### src/rtl/antirrebote_dedos.sv
// antirrebote_dedos
//   Debouncer for the four finger sensors. The raw levels are brought into the
//   clk domain through a two-flop synchronizer. The whole 4-bit vector is then
//   debounced as a single value. A new vector reaches entrada only after it has
//   been seen unchanged at the synchronizer output for N_DEB consecutive cycles.
//
// Ports
//   clk        system clock; all state changes on its rising edge
//   rst_n      asynchronous active-low reset
//   dedos_raw  [3:0] raw sensor levels (bit0=A .. bit3=D), asynchronous to clk
//   entrada    [3:0] debounced finger vector, same bit order
//   cambio     one-cycle pulse on the first cycle entrada shows a new value
//   estable    high while no evaluation is pending
module antirrebote_dedos #(
  parameter int N_DEB = 16
) (
  input  logic       clk,
  input  logic       rst_n,
  input  logic [3:0] dedos_raw,
  output logic [3:0] entrada,
  output logic       cambio,
  output logic       estable
);

  localparam logic [15:0] CNT_MAX = 16'(N_DEB - 1);

  typedef enum logic {
    ESTABLE,
    EVALUANDO
  } state_t;

  logic [3:0]  sync1;
  logic [3:0]  sync2;
  logic [3:0]  cand;
  logic [15:0] cnt;
  state_t      state;

  always_ff @(posedge clk or negedge rst_n) begin
    if (!rst_n) begin
      sync1   <= 4'b0000;
      sync2   <= 4'b0000;
      cand    <= 4'b0000;
      cnt     <= 16'd0;
      entrada <= 4'b0000;
      cambio  <= 1'b0;
      state   <= ESTABLE;
    end else begin
      sync1  <= dedos_raw;
      sync2  <= sync1;
      cambio <= 1'b0;
      if (sync2 != cand) begin
        // Any difference from the candidate restarts the stability window,
        // whether or not an evaluation was already running.
        cand  <= sync2;
        cnt   <= 16'd0;
        state <= EVALUANDO;
      end else if (state == EVALUANDO) begin
        if (cnt == CNT_MAX) begin
          // Candidate survived the full window. A bounce that returned to the
          // current value completes silently with no pulse.
          entrada <= cand;
          cambio  <= (cand != entrada);
          cnt     <= 16'd0;
          state   <= ESTABLE;
        end else begin
          cnt <= cnt + 16'd1;
        end
      end
    end
  end

  assign estable = (state == ESTABLE);

endmodule

### config.mk
export PLATFORM = sky130hd
export DESIGN_NAME = antirrebote_dedos
export DESIGN_NICKNAME = d
export VERILOG_FILES = /design/src/rtl/antirrebote_dedos.sv
export SDC_FILE = /design/constraint.sdc
export NUM_CORES = 1
export LEC_CHECK = 0
export ABC_CLOCK_PERIOD_IN_PS = 4250
export CORE_MARGIN = 2
export CORE_UTILIZATION = 41
export DETAILED_ROUTE_END_ITERATION = 8
export PLACE_DENSITY = 0.66
export SYNTH_ARGS = -nofsm -noshare
export SYNTH_HDL_FRONTEND = slang
export SYNTH_SLANG_ARGS = --single-unit
### constraint.sdc
create_clock -name clk -period 4.25 [get_ports clk]
set_clock_uncertainty 0.15 [all_clocks]
set_input_delay 1.0625 -clock clk [delete_from_list [all_inputs] [get_ports clk]]
set_output_delay 1.0625 -clock clk [all_outputs]
set_load 0.005 [all_outputs]
* After elaboration in Yosys (flattened, before gate mapping)
Cells that the tools add are included.
** Cells by class
- $add $sub $neg :: 1
- Reductions and logical operators :: 2
- Equality and inequality tests :: 3
- Bitwise logic cells :: 2
- Muxes and demuxes :: 9
** Operators by type and width (count)
- 16-bit 2-to-1 mux :: 3
- 16-bit by 1-bit adder with 16-bit output, second input constant :: 1
- 16-bit by 4-bit equality test with 1-bit output, second input constant :: 1
- 4-bit inequality test :: 2
- 1-bit 2-to-1 mux :: 6
- 3-bit AND reduction :: 1
- 1-bit inverter :: 2
- 2-bit nonzero test :: 1
** Word-level totals
- Input port bits :: 6
- Logic and storage cells :: 24
- Register bits :: 34
- Output and inout port bits :: 6

* Logic depth before layout (Yosys ltp)
- Depth in word-level cells :: 4
- Mapped depth :: 6
- Mapped depth without buffers :: 5

* Worst setup path after synthesis
OpenSTA, ideal clock, no wires.
- Kind :: flip-flop to output port
- From :: register state
- To :: output estable
- Required time :: 3.038 ns
- Setup slack :: 2.253 ns
- Buffers on the path :: 1
- Stages on the path, launching flop included :: 3
- Data arrival time :: 0.784 ns
- Cells stage by stage :: dfrtp_1 inv_1 clkbuf_1
** Between the ends
- Cells in the longest elaborated chain, start to end :: 1
** RTL lines
- from (decl) :: RTL line 36 : state_t state;
- from (signal assigned) :: RTL line 46 : state <= ESTABLE;
- from (signal assigned) :: RTL line 56 : state <= EVALUANDO;
- from (signal assigned) :: RTL line 64 : state <= ESTABLE;
- 1-bit inverter :: RTL line 72 : assign estable = (state == ESTABLE);
- to (decl) :: RTL line 22 : output logic estable
Every way passes these cells.

* Final worst setup path
Ends and elaborated chain as after synthesis.

==> flow_metrics.tcl <==
set metrics [dict create \
    status "finished clean" \
    antenna_left 0 \
    critPathMaxFanout 15 \
    cp_data_required_time_ns 3.04 \
    drv_slew 0 \
    yosysSeqAreaShare_pct 52.2 \
    globalRouteMet3Util_pct 5.24 \
    first_pass_iters 4 \
    wirelength_microns 3140 \
    place_hpwl_microns 2120 \
    dieHeight_microns 67.1 \
    critPathLaunch "state" \
    dieArea_sq_um 4500 \
    async_reset_ff_share_pct 100 \
    syn_area_per_cell_sq_um 11.3 \
    fin_setup_tns_ns 0 \
    rsz0062_at_grt "no" \
    p_total_w 0.000709 \
    layout_commonest_cell "dfrtp_1" \
    via_count 1168 \
    hold_path.class "flop to flop" \
    busiest_layer "met2" \
    max_stage_delay_ns 0.58 \
    core-area_sq_um 3740 \
    grt_antenna_before_repair 0 \
    die_w_microns 67.1 \
    syn_to_final_growth_pct 15.8 \
    finalNonFillerCells 202 \
    clk-insertion-delay-late_ns 0.29 \
    grt_max_degree 35 \
    maxCapViolations 0 \
    synth_area_leader_cell "dfrtp_1" \
    worstPathCellList "inv_1, clkdlybuf4s50_1" \
    r2r_end "cnt[3]" \
    reg2reg_depth 4 \
    root_buffer "clkbuf_8" \
    met2_usage_pct 24.3 \
    cts_resized 0 \
    drc 0 \
    avgViaCountPerCell 5.78 \
    syn_nets 151 \
    relSlewSlack_pct 53.4 \
    fillers 353 \
    dp.cells 194 \
    synth_flop_cell "dfrtp_1" \
    fin_crit_sh_pct 71.9 \
    criticalPathCategory "flop to output pin" \
    p_leak_nw 0.775 \
    critPathArrivalTime_ns 1.84 \
    drive_above_1_share_pct 16.2 \
    grt_use_total_pct 15.9 \
    r2r_setup_slack_ns 2.00 \
    netlist_area_sq_um 1630 \
    n_antenna_cell 0 \
    finalSetupViolations 0 \
    start_util_pct 43.5 \
    rows 22 \
    holdBufCountCts 0 \
    worstMarginPinSlew_ns 0.697 \
    finalHoldViolations 0 \
    gp_congestion 0.897 \
    wl_per_cell_microns 15.5 \
    worst_path_max_delay_cell "dfrtp_1" \
    crit_end "estable" \
    utilization_pct 50.4 \
    peakVddDrop_v 0.000139 \
    syn_inst 144 \
    postCtsSetupBuffers 0 \
    drt_iter0_drc 103 \
    cts_made_buffers 5 \
    cts_tree "built" \
    synth_edf_count 0 \
    cts-htree-levels 2 \
    endpoint_kind "output pin" \
    mostFrequentLayoutCells "dfrtp_1, nand2_1, clkdlybuf4s50_1, a21oi_1" \
    portBuffers 11 \
    grt_pass1_wl_microns 5180 \
    finalCriticalPeriod_ns 3.06 \
    use_met1_pct 20.8 \
    fin_nets 160 \
    netlist.area_leader.share_pct 52.2 \
    power_density_nw_per_um2 376 \
    synth_cell_types 39 \
    cts.sinks 34 \
    grt_remaining_overflow 0 \
    start_kind "flop" \
    clk_pin_slew_ns 0.07 \
    cts_buffer_depth 2 \
    grt_pass1_vias 1090 \
    synthTopCellsByArea "dfrtp_1, mux2_4, nand2_1" \
    r2r-start "cand[1]" \
    synth-seq-cells 34 \
    io_pins 12 \
    max_freq_mhz 327 \
    yosysWarnings 0 \
]
==> power by group <==
part           switching [W]  internal, W
clock network       0.000117     0.000235
logic              0.0000130   0.00000951
registers         0.00000473     0.000330
total               0.000135     0.000574
==> registers in the layout, summed over array words and instances (netlist names) <==
name     cells
cnt         16
cand         4
entrada      4
sync1        4
sync2        4
cambio       1
state        1
==> logic make-up after synthesis <==
group / synth area share, %
AO/OA/AOI/OAI: 10.9
XOR/XNOR: 5.37
AND/OR/NAND/NOR: 21.8
buffers and inverters: 3.99
adder cells (fa/ha/maj): 0.767
flip-flops: 52.2
multiplexers: 4.99
==> how the worst min path moves through the flow <==
stage             start  endpoint  slack [ns]  cells past startpoint
3_5_place_dp   sync1[0]  sync2[0]        0.19                      0
5_1_grt        sync1[0]  sync2[0]        0.21                      0
2_1_floorplan  sync1[0]  sync2[0]        0.18                      0
4_1_cts        sync1[0]  sync2[0]        0.20                      0
6_report       sync1[0]  sync2[0]        0.20                      0
3_3_place_gp   sync1[3]  sync2[3]        0.18                      0
==> synth_stat cells, types with 2 or more instances <==
cell and count:
dfrtp_1 34, or4_1 5, mux2_4 4, a31oi_1 2
inv_1 2, xor2_1 6, nand3_1 6, nand4_1 6
a21oi_1 9, clkbuf_1 6, nand2_1 14, a311oi_1 2
and4_1 4, nor4_2 3, and3_1 2, xnor2_1 4
buf_6 2, nor4_1 2, nor2_1 4, nor3_1 2
o21ai_0 6, a41oi_1 2
==> per-layer routing <==
metal / vias to the layer above / share of wire, %
met4: 0 / 0.67
li1: 551 / -
met5: - / 0
met2: 38 / 49
met1: 577 / 45
met3: 2 / 5.8
==> worst max-delay path, delay by kind of cell (launching register included) <==
kind     cells  cell delay (ns)
buf+inv      2             0.97
flops        1             0.58
==> per-stage QoR <==
stage | worst slack (ns) | hold slack (ns) | cell area [sq um]
finish | 1.19 | 0.200 | 1890
global route | 1.13 | 0.211 | 1890
CTS | 1.22 | 0.204 | 1890
detailed placement | 1.56 | 0.186 | 1750
global placement | 1.59 | 0.182 | 1750
floorplan | 2.25 | 0.181 | 1630
==> area by class of cell <==
class / instances / area [sq um] / area share [%]
Multi-Input combinational cell: 98 / 714 / 37.8
Sequential cell: 34 / 851 / 45.1
Clock buffer: 5 / 68.8 / 3.64
Tap cell: 48 / 60.1 / 3.18
Clock inverter: 3 / 68.8 / 3.64
Timing Repair Buffer: 12 / 118 / 6.23
Inverter: 2 / 7.51 / 0.398
No activity file was read; power rests on OpenSTA's default activity.
==> patch (same flow settings) <==
Add an input register stage for `dedos_raw`, without a reset; this delays it by one clock.
--- a/src/rtl/antirrebote_dedos.sv
+++ b/src/rtl/antirrebote_dedos.sv
@@ -29,6 +29,12 @@
     EVALUANDO
   } state_t;
 
+  logic [3:0] dedos_raw_q;
+
+  always_ff @(posedge clk) begin
+    dedos_raw_q <= dedos_raw;
+  end
+
   logic [3:0]  sync1;
   logic [3:0]  sync2;
   logic [3:0]  cand;
@@ -45,7 +51,7 @@
       cambio  <= 1'b0;
       state   <= ESTABLE;
     end else begin
-      sync1  <= dedos_raw;
+      sync1  <= dedos_raw_q;
       sync2  <= sync1;
       cambio <= 1'b0;
       if (sync2 != cand) begin
Function: changed (a bounded check fails within 4 cycles, from zero or initial values and one cycle with rst_n low).
==> patch against the unedited design <==
First-iteration DRC count decreased by 38%. Wire length down 3.2%. Worst hold slack lost 20 ps. Synthesized area down 1.4%. Register-to-register slack gained 40 ps. Global-route usage is 0.23 points higher. Worst setup slack gained 110 ps. Combinational power barely moved. Cell area about the same. Sequential cell count rose by 4. Clock power up 2%. Total power is 6.7% higher.
==> patch: results (changes against the unedited design) <==
| Metric | Value |
|---|---|
| Warnings, synthesis | 0 (unchanged) |
| Dpl cells | 199 (was 194) |
| Syn Inst Count | 148 (was 144) |
| Status | finished, final reports clean (unchanged) |
| Reg2reg setup slack | 2040 ps (was 2000 ps) |
| RR Startpoint | cand[2]$_DFFE_PN0N_ (was cand[1]$_DFFE_PN0N_) |
| Worst IR Drop VDD | 0.167 mV (was 0.139 mV) |
| Share of synthesized flip-flops with an asynchronous set or reset | 89.5% (was 100%) |
| Final Instance Count excl. Fillers | 207 (was 202) |
| Setup bufs post-CTS | 0 (unchanged) |
| Via density per instance | 5.76 (was 5.78) |
| Max Freq | 339 MHz (was 327 MHz) |
| Met2 usage | 25.1% (was 24.3%) |
| P_leak | 0.781 nW (was 0.775 nW) |
| Metal3 WL | 163 µm (was 183 µm) |
| Pre-Repair DR Iteration Count | 4 (unchanged) |
| Port Buffers | 11 (unchanged) |
| First-pass GRT wire length | 5210 µm (was 5180 µm) |
| Wire length on met2 | 1450 µm (was 1530 µm) |
| GRT Overall Usage | 16.1% (was 15.9%) |
| CP max-delay cell | clkdlybuf4s50_1 (was dfrtp_1) |
| Clock Tree Root | clkbuf_8 (unchanged) |
| Met1 Track Usage GR | 19.2% (was 20.8%) |
| Vias in the first global route | 1110 (was 1090) |
| Critical path class | register to output pin (unchanged) |
| Mapped Nets | 155 (was 151) |
| Pre-CTS setup slack | 1620 ps (was 1560 ps) |
| DRT iter0 DRCs | 64 (was 103) |
| Min Hold Slack | 179 ps (was 200 ps) |
| Relative slew slack | 56.1% (was 53.4%) |
| GP Congestion | 0.861 (was 0.897) |
| Post-DP HPWL | 2120 µm (about the same) |
| Placed Area | 1750 µm² (about the same) |
| Post-synthesis sequential area ratio | 57.9% (was 52.2%) |
| Layout cell share with drive strength beyond 1 | 11.9% (was 16.2%) |
| WHS Endpoint | sync1[1]$_DFF_PN0_ (was sync2[0]$_DFF_PN0_) |
| Worst-path maximum fanout | 13 (was 15) |
| FF-to-FF End | cnt[13]$_DFFE_PN0P_ (was cnt[3]$_DFFE_PN0P_) |
| GR Util met3 | 4.22% (was 5.24%) |
| Crit path arrival time | 1730 ps (was 1840 ps) |
| WL per Instance | 14.7 µm (was 15.5 µm) |
| Synth cell types | 31 (was 39) |
| Hold Startpoint | dedos_raw_q[1]$_DFF_P_ (was sync1[0]$_DFF_PN0_) |
| Final Util | 50.8% (was 50.4%) |
| Layout net count | 165 (was 160) |
| Met1 WL | 1320 µm (was 1400 µm) |
| Fill cell count | 341 (was 353) |
| Synth top cells by count | dfrtp_1 (34), nand2_1 (14), nand3_1 (11) (was dfrtp_1 (34), nand2_1 (14), a21oi_1 (9)) |
| Synth top area cells | dfrtp_1 (53%), dfxtp_1 (5.0%), mux2_2 (3.5%), nand3_1 (3.4%), nand2_1 (3.3%) (was dfrtp_1 (52%), mux2_4 (3.7%), nand2_1 (3.2%), xor2_1 (3.2%), a21oi_1 (2.8%)) |
patch: cell count changes after synthesis, sizes merged, moves of 2 or more:
cell	before	now
and4	5	2
buf	4	0
dfxtp	0	4
a41oi	2	0
nor3	2	6
or4	5	8
clkbuf	6	9
nor2	4	6
nand3	7	11
nand4	6	3
patch: report_power, final:
part	switching [mW]	internal, mW	total [mW]
Clock	0.125	0.235	0.360
Combinational	0.0131	0.00938	0.0225
Sequential	0.00508	0.369	0.374
patch: cell type report:
class | instances | area share, %
flip-flops and latches | 38 | 49.3
repair buffers | 12 | 6.23
well taps | 48 | 3.18
multi-input cells | 99 | 33.6
clock inverters | 3 | 3.64
clock buffers | 5 | 3.64
inverters | 2 | 0.397
patch: logic make-up after synthesis:
logic type / share of synthesized area [%]
simple gates: 20.0
fa+ha+maj: 0.778
buf+inv: 2.57
flops: 57.9
xor+xnor: 5.45
compound gates: 9.18
mux: 4.12
